===== config.mk =====
export PLATFORM = sky130hd
export DESIGN_NAME = seven_seg_scanner_flat
export DESIGN_NICKNAME = d
export VERILOG_FILES = /design/src/rtl/seven_seg_pkg.sv /design/src/rtl/seven_seg_scanner_if.sv /design/src/rtl/seg_scan_timer.sv /design/src/rtl/seven_seg_scanner.sv /design/src/flat_wrapper.sv
export SDC_FILE = /design/constraint.sdc
export NUM_CORES = 1
export LEC_CHECK = 0
export ABC_CLOCK_PERIOD_IN_PS = 2700
export BUFFER_PORTS_ARGS = -buffer_cell sky130_fd_sc_hd__buf_2
export CAP_MARGIN = 0
export CORE_MARGIN = 3
export CORE_UTILIZATION = 52
export DETAILED_ROUTE_END_ITERATION = 16
export PLACE_DENSITY = 0.75
export SLEW_MARGIN = 10
export SYNTH_ARGS = -nofsm -noshare
export SYNTH_HDL_FRONTEND = slang
export SYNTH_HIERARCHICAL = 1
export SYNTH_SLANG_ARGS = --single-unit

===== constraint.sdc =====
create_clock -name clk -period 2.7 [get_ports clk]
set_input_delay 0.27 -clock clk [delete_from_list [all_inputs] [get_ports clk]]
set_output_delay 0.27 -clock clk [all_outputs]
set_load 0.005 [all_outputs]

===== src/rtl/seven_seg_pkg.sv =====
// Segment code constants and BCD-to-segment decode for the 7-segment scanner.
// Codes are active-high {a,b,c,d,e,f,g}; polarity is applied at the output register.
package seven_seg_pkg;

  localparam logic [6:0] SEG_0   = 7'b1111110;
  localparam logic [6:0] SEG_1   = 7'b0110000;
  localparam logic [6:0] SEG_2   = 7'b1101101;
  localparam logic [6:0] SEG_3   = 7'b1111001;
  localparam logic [6:0] SEG_4   = 7'b0110011;
  localparam logic [6:0] SEG_5   = 7'b1011011;
  localparam logic [6:0] SEG_6   = 7'b1011111;
  localparam logic [6:0] SEG_7   = 7'b1110000;
  localparam logic [6:0] SEG_8   = 7'b1111111;
  localparam logic [6:0] SEG_9   = 7'b1110011;
  localparam logic [6:0] SEG_ERR = 7'b0000001;
  localparam logic [6:0] SEG_OFF = 7'b0000000;

  // Non-decimal nibbles show the error glyph (segment g only).
  function automatic logic [6:0] bcd_to_seg(input logic [3:0] bcd);
    logic [6:0] seg;
    case (bcd)
      4'd0:    seg = SEG_0;
      4'd1:    seg = SEG_1;
      4'd2:    seg = SEG_2;
      4'd3:    seg = SEG_3;
      4'd4:    seg = SEG_4;
      4'd5:    seg = SEG_5;
      4'd6:    seg = SEG_6;
      4'd7:    seg = SEG_7;
      4'd8:    seg = SEG_8;
      4'd9:    seg = SEG_9;
      default: seg = SEG_ERR;
    endcase
    return seg;
  endfunction

endpackage


===== src/rtl/seven_seg_scanner_if.sv =====
// BCD word handshake between the BCD producer (master) and the scanner (slave).
interface seven_seg_scanner_if #(
  parameter int unsigned N_DIGITS = 4
) ();

  logic                    bcd_valid;
  logic [4*N_DIGITS-1:0]   bcd_in;
  logic                    bcd_ready;

  modport master (output bcd_valid, output bcd_in, input bcd_ready);
  modport slave  (input bcd_valid, input bcd_in, output bcd_ready);

endinterface


===== src/rtl/seg_scan_timer.sv =====
// Free-running dwell/digit counters for the scan, plus frame-end flag and PWM gate.
// frame_end_o is registered and aligned with the last cycle of each frame.
module seg_scan_timer #(
  parameter int unsigned N_DIGITS       = 4,
  parameter int unsigned REFRESH_CYCLES = 168,
  parameter int unsigned DIM_BITS       = 3,
  localparam int unsigned IDX_W         = (N_DIGITS > 1) ? $clog2(N_DIGITS) : 1
) (
  input  logic                clk,
  input  logic                reset,
  input  logic [DIM_BITS-1:0] brightness_i,
  output logic [IDX_W-1:0]    digit_idx_o,
  output logic                frame_end_o,
  output logic                pwm_on_c
);

  localparam int unsigned CNT_W = $clog2(REFRESH_CYCLES);
  localparam int unsigned PWM_W = CNT_W + DIM_BITS + 1;

  logic [CNT_W-1:0] dwell_q, dwell_d;
  logic [IDX_W-1:0] idx_q, idx_d;
  logic             frame_end_q, frame_end_d;
  logic [PWM_W-1:0] pwm_lhs, pwm_rhs;

  always_ff @(posedge clk or posedge reset) begin
    if (reset) begin
      dwell_q     <= '0;
      idx_q       <= '0;
      frame_end_q <= 1'b0;
    end else begin
      dwell_q     <= dwell_d;
      idx_q       <= idx_d;
      frame_end_q <= frame_end_d;
    end
  end

  // Advance dwell; step digit on dwell wrap; predict frame end one cycle ahead.
  always_comb begin
    dwell_d = dwell_q + CNT_W'(1);
    idx_d   = idx_q;
    if (dwell_q == CNT_W'(REFRESH_CYCLES - 1)) begin
      dwell_d = '0;
      idx_d   = (idx_q == IDX_W'(N_DIGITS - 1)) ? '0 : idx_q + IDX_W'(1);
    end
    frame_end_d = (dwell_d == CNT_W'(REFRESH_CYCLES - 1)) &&
                  (idx_d == IDX_W'(N_DIGITS - 1));
  end

  // Duty gate; width is sized so the products never overflow.
  always_comb begin
    pwm_lhs  = PWM_W'(dwell_q) << DIM_BITS;
    pwm_rhs  = (PWM_W'(brightness_i) + PWM_W'(1)) * PWM_W'(REFRESH_CYCLES);
    pwm_on_c = (pwm_lhs < pwm_rhs);
  end

  assign digit_idx_o = idx_q;
  assign frame_end_o = frame_end_q;

endmodule


===== src/rtl/seven_seg_scanner.sv =====
// Time-multiplexed N-digit 7-segment driver with a tear-free shadow buffer,
// leading-zero blanking, error glyph, PWM dimming and configurable polarity.
module seven_seg_scanner
  import seven_seg_pkg::*;
#(
  parameter int unsigned N_DIGITS            = 4,
  parameter int unsigned REFRESH_CYCLES      = 168,
  parameter int unsigned DIM_BITS            = 3,
  parameter int unsigned SEG_ACTIVE_HIGH     = 1,
  parameter int unsigned SEL_ACTIVE_HIGH     = 1,
  parameter int unsigned BLANK_LEADING_ZEROS = 1
) (
  input  logic                 clk,
  input  logic                 reset,
  seven_seg_scanner_if.slave   bcd_bus,
  input  logic [DIM_BITS-1:0]  brightness,
  output logic [6:0]           segments,
  output logic [N_DIGITS-1:0]  display_select,
  output logic                 frame_tick
);

  localparam int unsigned DATA_W = 4 * N_DIGITS;
  localparam int unsigned IDX_W  = (N_DIGITS > 1) ? $clog2(N_DIGITS) : 1;
  localparam logic [6:0]          SEG_IDLE = (SEG_ACTIVE_HIGH != 0) ? SEG_OFF : ~SEG_OFF;
  localparam logic [N_DIGITS-1:0] SEL_IDLE = (SEL_ACTIVE_HIGH != 0) ? '0 : '1;

  logic [IDX_W-1:0]    digit_idx;
  logic                frame_end;
  logic                pwm_on;

  logic                ready_q, ready_d;
  logic [DATA_W-1:0]   shadow_q, shadow_d;
  logic [DATA_W-1:0]   disp_q, disp_d;
  logic                has_data_q, has_data_d;
  logic [6:0]          seg_q, seg_d;
  logic [N_DIGITS-1:0] sel_q, sel_d;

  logic [DATA_W-1:0]   upper;
  logic                blank;
  logic [6:0]          seg_raw;
  logic [N_DIGITS-1:0] sel_raw;

  seg_scan_timer #(
    .N_DIGITS       (N_DIGITS),
    .REFRESH_CYCLES (REFRESH_CYCLES),
    .DIM_BITS       (DIM_BITS)
  ) u_timer (
    .clk          (clk),
    .reset        (reset),
    .brightness_i (brightness),
    .digit_idx_o  (digit_idx),
    .frame_end_o  (frame_end),
    .pwm_on_c     (pwm_on)
  );

  always_ff @(posedge clk or posedge reset) begin
    if (reset) begin
      ready_q    <= 1'b1;
      shadow_q   <= '0;
      disp_q     <= '0;
      has_data_q <= 1'b0;
      seg_q      <= SEG_IDLE;
      sel_q      <= SEL_IDLE;
    end else begin
      ready_q    <= ready_d;
      shadow_q   <= shadow_d;
      disp_q     <= disp_d;
      has_data_q <= has_data_d;
      seg_q      <= seg_d;
      sel_q      <= sel_d;
    end
  end

  // Commit a full shadow at frame end; otherwise accept into an empty shadow.
  always_comb begin
    ready_d    = ready_q;
    shadow_d   = shadow_q;
    disp_d     = disp_q;
    has_data_d = has_data_q;
    if (frame_end && !ready_q) begin
      disp_d     = shadow_q;
      has_data_d = 1'b1;
      ready_d    = 1'b1;
    end else if (bcd_bus.bcd_valid && ready_q) begin
      shadow_d = bcd_bus.bcd_in;
      ready_d  = 1'b0;
    end
  end

  // upper holds nibbles digit_idx..N-1, so zero means this digit is a leading zero.
  always_comb begin
    upper   = disp_q >> {digit_idx, 2'b00};
    blank   = !has_data_q || !pwm_on ||
              ((BLANK_LEADING_ZEROS != 0) && (digit_idx != '0) && (upper == '0));
    seg_raw = blank ? SEG_OFF : bcd_to_seg(upper[3:0]);
    sel_raw = blank ? '0 : (N_DIGITS'(1) << digit_idx);
    seg_d   = (SEG_ACTIVE_HIGH != 0) ? seg_raw : ~seg_raw;
    sel_d   = (SEL_ACTIVE_HIGH != 0) ? sel_raw : ~sel_raw;
  end

  assign bcd_bus.bcd_ready = ready_q;
  assign segments          = seg_q;
  assign display_select    = sel_q;
  assign frame_tick        = frame_end;

endmodule


===== src/flat_wrapper.sv =====
// flat-port wrapper written by rule: the top's interface ports become plain ports
module seven_seg_scanner_flat import seven_seg_pkg::*;
#(
  parameter int unsigned N_DIGITS            = 4,
  parameter int unsigned REFRESH_CYCLES      = 168,
  parameter int unsigned DIM_BITS            = 3,
  parameter int unsigned SEG_ACTIVE_HIGH     = 1,
  parameter int unsigned SEL_ACTIVE_HIGH     = 1,
  parameter int unsigned BLANK_LEADING_ZEROS = 1
)
  (clk, reset, brightness, segments, display_select, frame_tick, bcd_bus_bcd_valid, bcd_bus_bcd_in, bcd_bus_bcd_ready);
  seven_seg_scanner_if #(.N_DIGITS(N_DIGITS)) bcd_bus_i ();
  input  logic clk;
  input  logic reset;
  input  logic [DIM_BITS-1:0] brightness;
  output logic [6:0] segments;
  output logic [N_DIGITS-1:0] display_select;
  output logic frame_tick;
  input wire logic [$bits(bcd_bus_i.bcd_valid)-1:0] bcd_bus_bcd_valid;
  input wire logic [$bits(bcd_bus_i.bcd_in)-1:0] bcd_bus_bcd_in;
  output wire logic [$bits(bcd_bus_i.bcd_ready)-1:0] bcd_bus_bcd_ready;
  assign bcd_bus_i.bcd_valid = bcd_bus_bcd_valid;
  assign bcd_bus_i.bcd_in = bcd_bus_bcd_in;
  assign bcd_bus_bcd_ready = bcd_bus_i.bcd_ready;
  seven_seg_scanner #(.N_DIGITS(N_DIGITS), .REFRESH_CYCLES(REFRESH_CYCLES), .DIM_BITS(DIM_BITS), .SEG_ACTIVE_HIGH(SEG_ACTIVE_HIGH), .SEL_ACTIVE_HIGH(SEL_ACTIVE_HIGH), .BLANK_LEADING_ZEROS(BLANK_LEADING_ZEROS)) u_core (.clk(clk), .reset(reset), .bcd_bus(bcd_bus_i), .brightness(brightness), .segments(segments), .display_select(display_select), .frame_tick(frame_tick));
endmodule

==> flow_metrics.env <==
export IMPL_grt_overflow_total=0
export IMPL_ctsHtreeMaxLevel=2
export IMPL_rsz0062_at_grt="true"
export IMPL_dieHeight_um=80.2
export IMPL_ys_async_sr_fraction_pct=100
export IMPL_violations="setup timing"
export IMPL_first_global_vias=1919
export IMPL_p_total_mw=1.49
export IMPL_vias_per_cell=5.23
export IMPL_setup_violations=10
export IMPL_clock_path_buffers=2
export IMPL_clkSinkCount=56
export IMPL_fin_util_pct=66.8
export IMPL_hold_violations=0
export IMPL_worstSetupEndpointType="register"
export IMPL_die_x_um=80.2
export IMPL_swShare_pct=23.5
export IMPL_timing_fmax_mhz=354
export IMPL_crit_required_ps=2920
export IMPL_clk_pin_slew_worst_paths_ps=90
export IMPL_io_pins=35
export IMPL_drtIter0Drc=66
export IMPL_place_ws_ps=-479
export IMPL_status="finished with violations"
export IMPL_finalWirelength_mm=5.37
export IMPL_fp_row_count=26
export IMPL_syn_avg_cell_area_um2=12.5
export IMPL_min_period_ps=2830
export IMPL_drtAntennaViolNets=0
export IMPL_synth_top_area_cell="dfrtp_1"
export IMPL_finalMaxSlewViolations=0
export IMPL_tritoncts="yes"
export IMPL_netlist_area_mm2=0.00286
export IMPL_highest_layer="met4"
export IMPL_cp_start_kind="input pin"
export IMPL_yosysMostFrequentCell="dfrtp_1"
export IMPL_grt_start_max_net_pins=25
export IMPL_hp_class="input pin to register"
export IMPL_cts_root_buf="clkbuf_8"
export IMPL_arrival_ps=3050
export IMPL_worst_ir_drop_vdd_uv=523
export IMPL_synth_cell_type_count=42
export IMPL_wl_met2_mm=2.64
export IMPL_dp_hpwl_mm=3.87
export IMPL_synth_top_cells_by_area="dfrtp_1, mux2_2, ha_1"
export IMPL_p_per_area_mw_per_mm2=429
export IMPL_cap_violations=0
export IMPL_wl_per_cell_um=15.0
export IMPL_area_delta_synth_final_pct=21.5
export IMPL_clock_skew_ps=6.81
export IMPL_ys_flop_type="dfrtp_1"
export IMPL_p_comb_share_pct=12.6
export IMPL_grtUsageTotal_pct=18.8
export IMPL_p_sw_uw=350
export IMPL_cts_buffers=5
export IMPL_synth_edf_count=0
export IMPL_core_area_mm2=0.00520
export IMPL_power_share_sequential_pct=56.2
export IMPL_synth_top_area_share_pct=48.1
export IMPL_drive_gt1_share_pct=43.2
export IMPL_wl_met1_mm=2.44
export IMPL_dr_wl_met3_um=208
export IMPL_period_share_pct=105
export IMPL_max_slew_margin_rel_pct=45.1
export IMPL_fin_ws_ps=-126
export IMPL_drc=0
export IMPL_synth_seq_cells=56
export IMPL_ys_warn_count=6
export IMPL_internal_power_mw=1.14
export IMPL_via_count=1867
export IMPL_insertedDiodeCount=0
export IMPL_grt_pass1_wl_mm=9.19
export IMPL_finalNetCount=330
export IMPL_synth_common_cells="dfrtp_1, mux2_2, ha_1"
export IMPL_gp_congestion=0.804
export IMPL_tightest_slew_ps=818
export IMPL_p_leak_nw=1.80
export IMPL_initial_core_util_pct=55.0
export IMPL_dr_pass1_iters=4
export IMPL_p_clk_share_pct=31.2
export IMPL_syn_num_nets=272
export IMPL_synth_cells=228
export IMPL_ys_seq_area_share_pct=49.0
export IMPL_crit_type="input pin to register"
export IMPL_portBuffers=34
export IMPL_critical_path_max_fanout=5
export IMPL_dieArea_mm2=0.00643
export IMPL_insertion_delay_ps=310
export IMPL_grt_antenna_before_repair=0
[power groups by stage]
stage	sequential (mW)	clock [mW]	combinational [mW]
finish	0.838	0.465	0.188
global route	0.838	0.518	0.210
CTS	0.838	0.478	0.181
detailed placement	0.855	0	0.163
global placement	0.855	0	0.154
floorplan	0.855	0	0.0996
[metal layers]
metal / GRT usage [%] / vias to the layer above
met5: 0 / -
met2: 31.8 / 37
met4: 5.74 / 0
li1: - / 923
met1: 24.4 / 901
met3: 3.70 / 6
[cell type report]
cell class                      count  area [um^2]
Multi-Input combinational cell    154         1480
Fill cell                         425         1730
Clock buffer                        6         82.6
Tap cell                           70         87.6
Timing Repair Buffer               55          354
Clock inverter                      2         10.0
Sequential cell                    56         1400
Inverter                           14         57.6
[metrics by stage]
step	setup TNS (ps)	instance area [um^2]	cells	hold slack, ps
after floorplan	-711	2910	228	122
after global placement	-3220	3260	342	295
after detailed placement	-4540	3260	342	302
after CTS	-245	3430	355	181
after global routing	-1800	3480	357	168
final	-550	3480	357	191
[placed cells by master (no fill, tap or decap), drive strengths merged]
cell type and instances:
dfstp 1, dlygate4sd3 1, nor2b 3, clkinv 3
inv 13, mux4 4, xnor2 5, mux2 35
nor3b 3, xor2 6, nand3 8, o41ai 2
a31oi 3, and4 1, o211ai 1, o21a 3
a211oi 1, or2 2, buf 54, nor3 4
fa 1, or3 1, a31o 1, and4b 1
nand2b 3, a21o 3, nor2 12, mux2i 2
ha 21, nand2 10, o21ai 8, dfrtp 55
maj3 1, a21oi 6, o2111a 1, clkbuf 6
nor4 2
[flip-flops by register name, summed over array words and instances, names as in the netlist]
signal / flops
u_core/display_select: 4
u_core/segments: 7
u_core/bcd_bus.bcd_ready: 1
u_core/u_timer/frame_end_o: 1
u_core/u_timer/digit_idx_o: 2
u_core/u_timer/dwell_q: 8
u_core/disp_q: 16
u_core/shadow_q: 16
u_core/has_data_q: 1
[worst max-delay path, cell delays in order]
cell	delay [ps]
buf_8	100
ha_4	240
inv_4	60
nor2_4	40
fa_1	590
ha_2	200
a21o_1	120
nand2_2	60
xnor2_2	130
ha_1	330
and4_1	160
o211ai_1	90
a31o_2	200
nand2_4	60
inv_4	70
o41ai_4	100
nor3b_1	230
[cells by family (layout without fill, tap and decap cells)]
logic type	count (synthesis)	after routing	share of synthesized area, %
DFF	56	56	49.0
and+or+nand+nor	50	50	9.45
muxes	41	41	17.8
AOI/OAI and AO/OA	28	29	7.44
adders and majority gates	23	23	10.2
buffers and inverters	19	77	2.71
xor gates and xnor gates	11	11	3.37
[final timing paths]
| kind | cells after the start | startpoint | end | slack, ps |
|---|---|---|---|---|
| setup / recovery | 17 | brightness[1] | u_core/display_select[1]$_DFF_PP0_ | -130 |
| hold / removal | 2 | bcd_bus_bcd_in[10] | u_core/shadow_q[10]$_DFFE_PP0P_ | 190 |
| setup reg to reg | 6 | u_core/u_timer/digit_idx_o[0]$_DFF_PP0_ | u_core/segments[6]$_DFF_PP0_ | 290 |
| hold reg to reg | 1 | u_core/shadow_q[15]$_DFFE_PP0P_ | u_core/shadow_q[15]$_DFFE_PP0P_ | 510 |
| max in group asynchronous | 4 | reset | u_core/shadow_q[10]$_DFFE_PP0P_ | 1390 |
| min in group asynchronous | 3 | reset | u_core/u_timer/dwell_q[1]$_DFF_PP0_ | 520 |
[repair_timing]
item,4_1_cts,5_1_grt
buffers inserted,3,2
endpoints found under the setup margin,10,11
gates resized for setup,8,7
gates cloned,1,0
hold endpoints to repair,11,0
hold buffers,1,0
pin swaps,13,7
(Power assumes the default switching activity.)
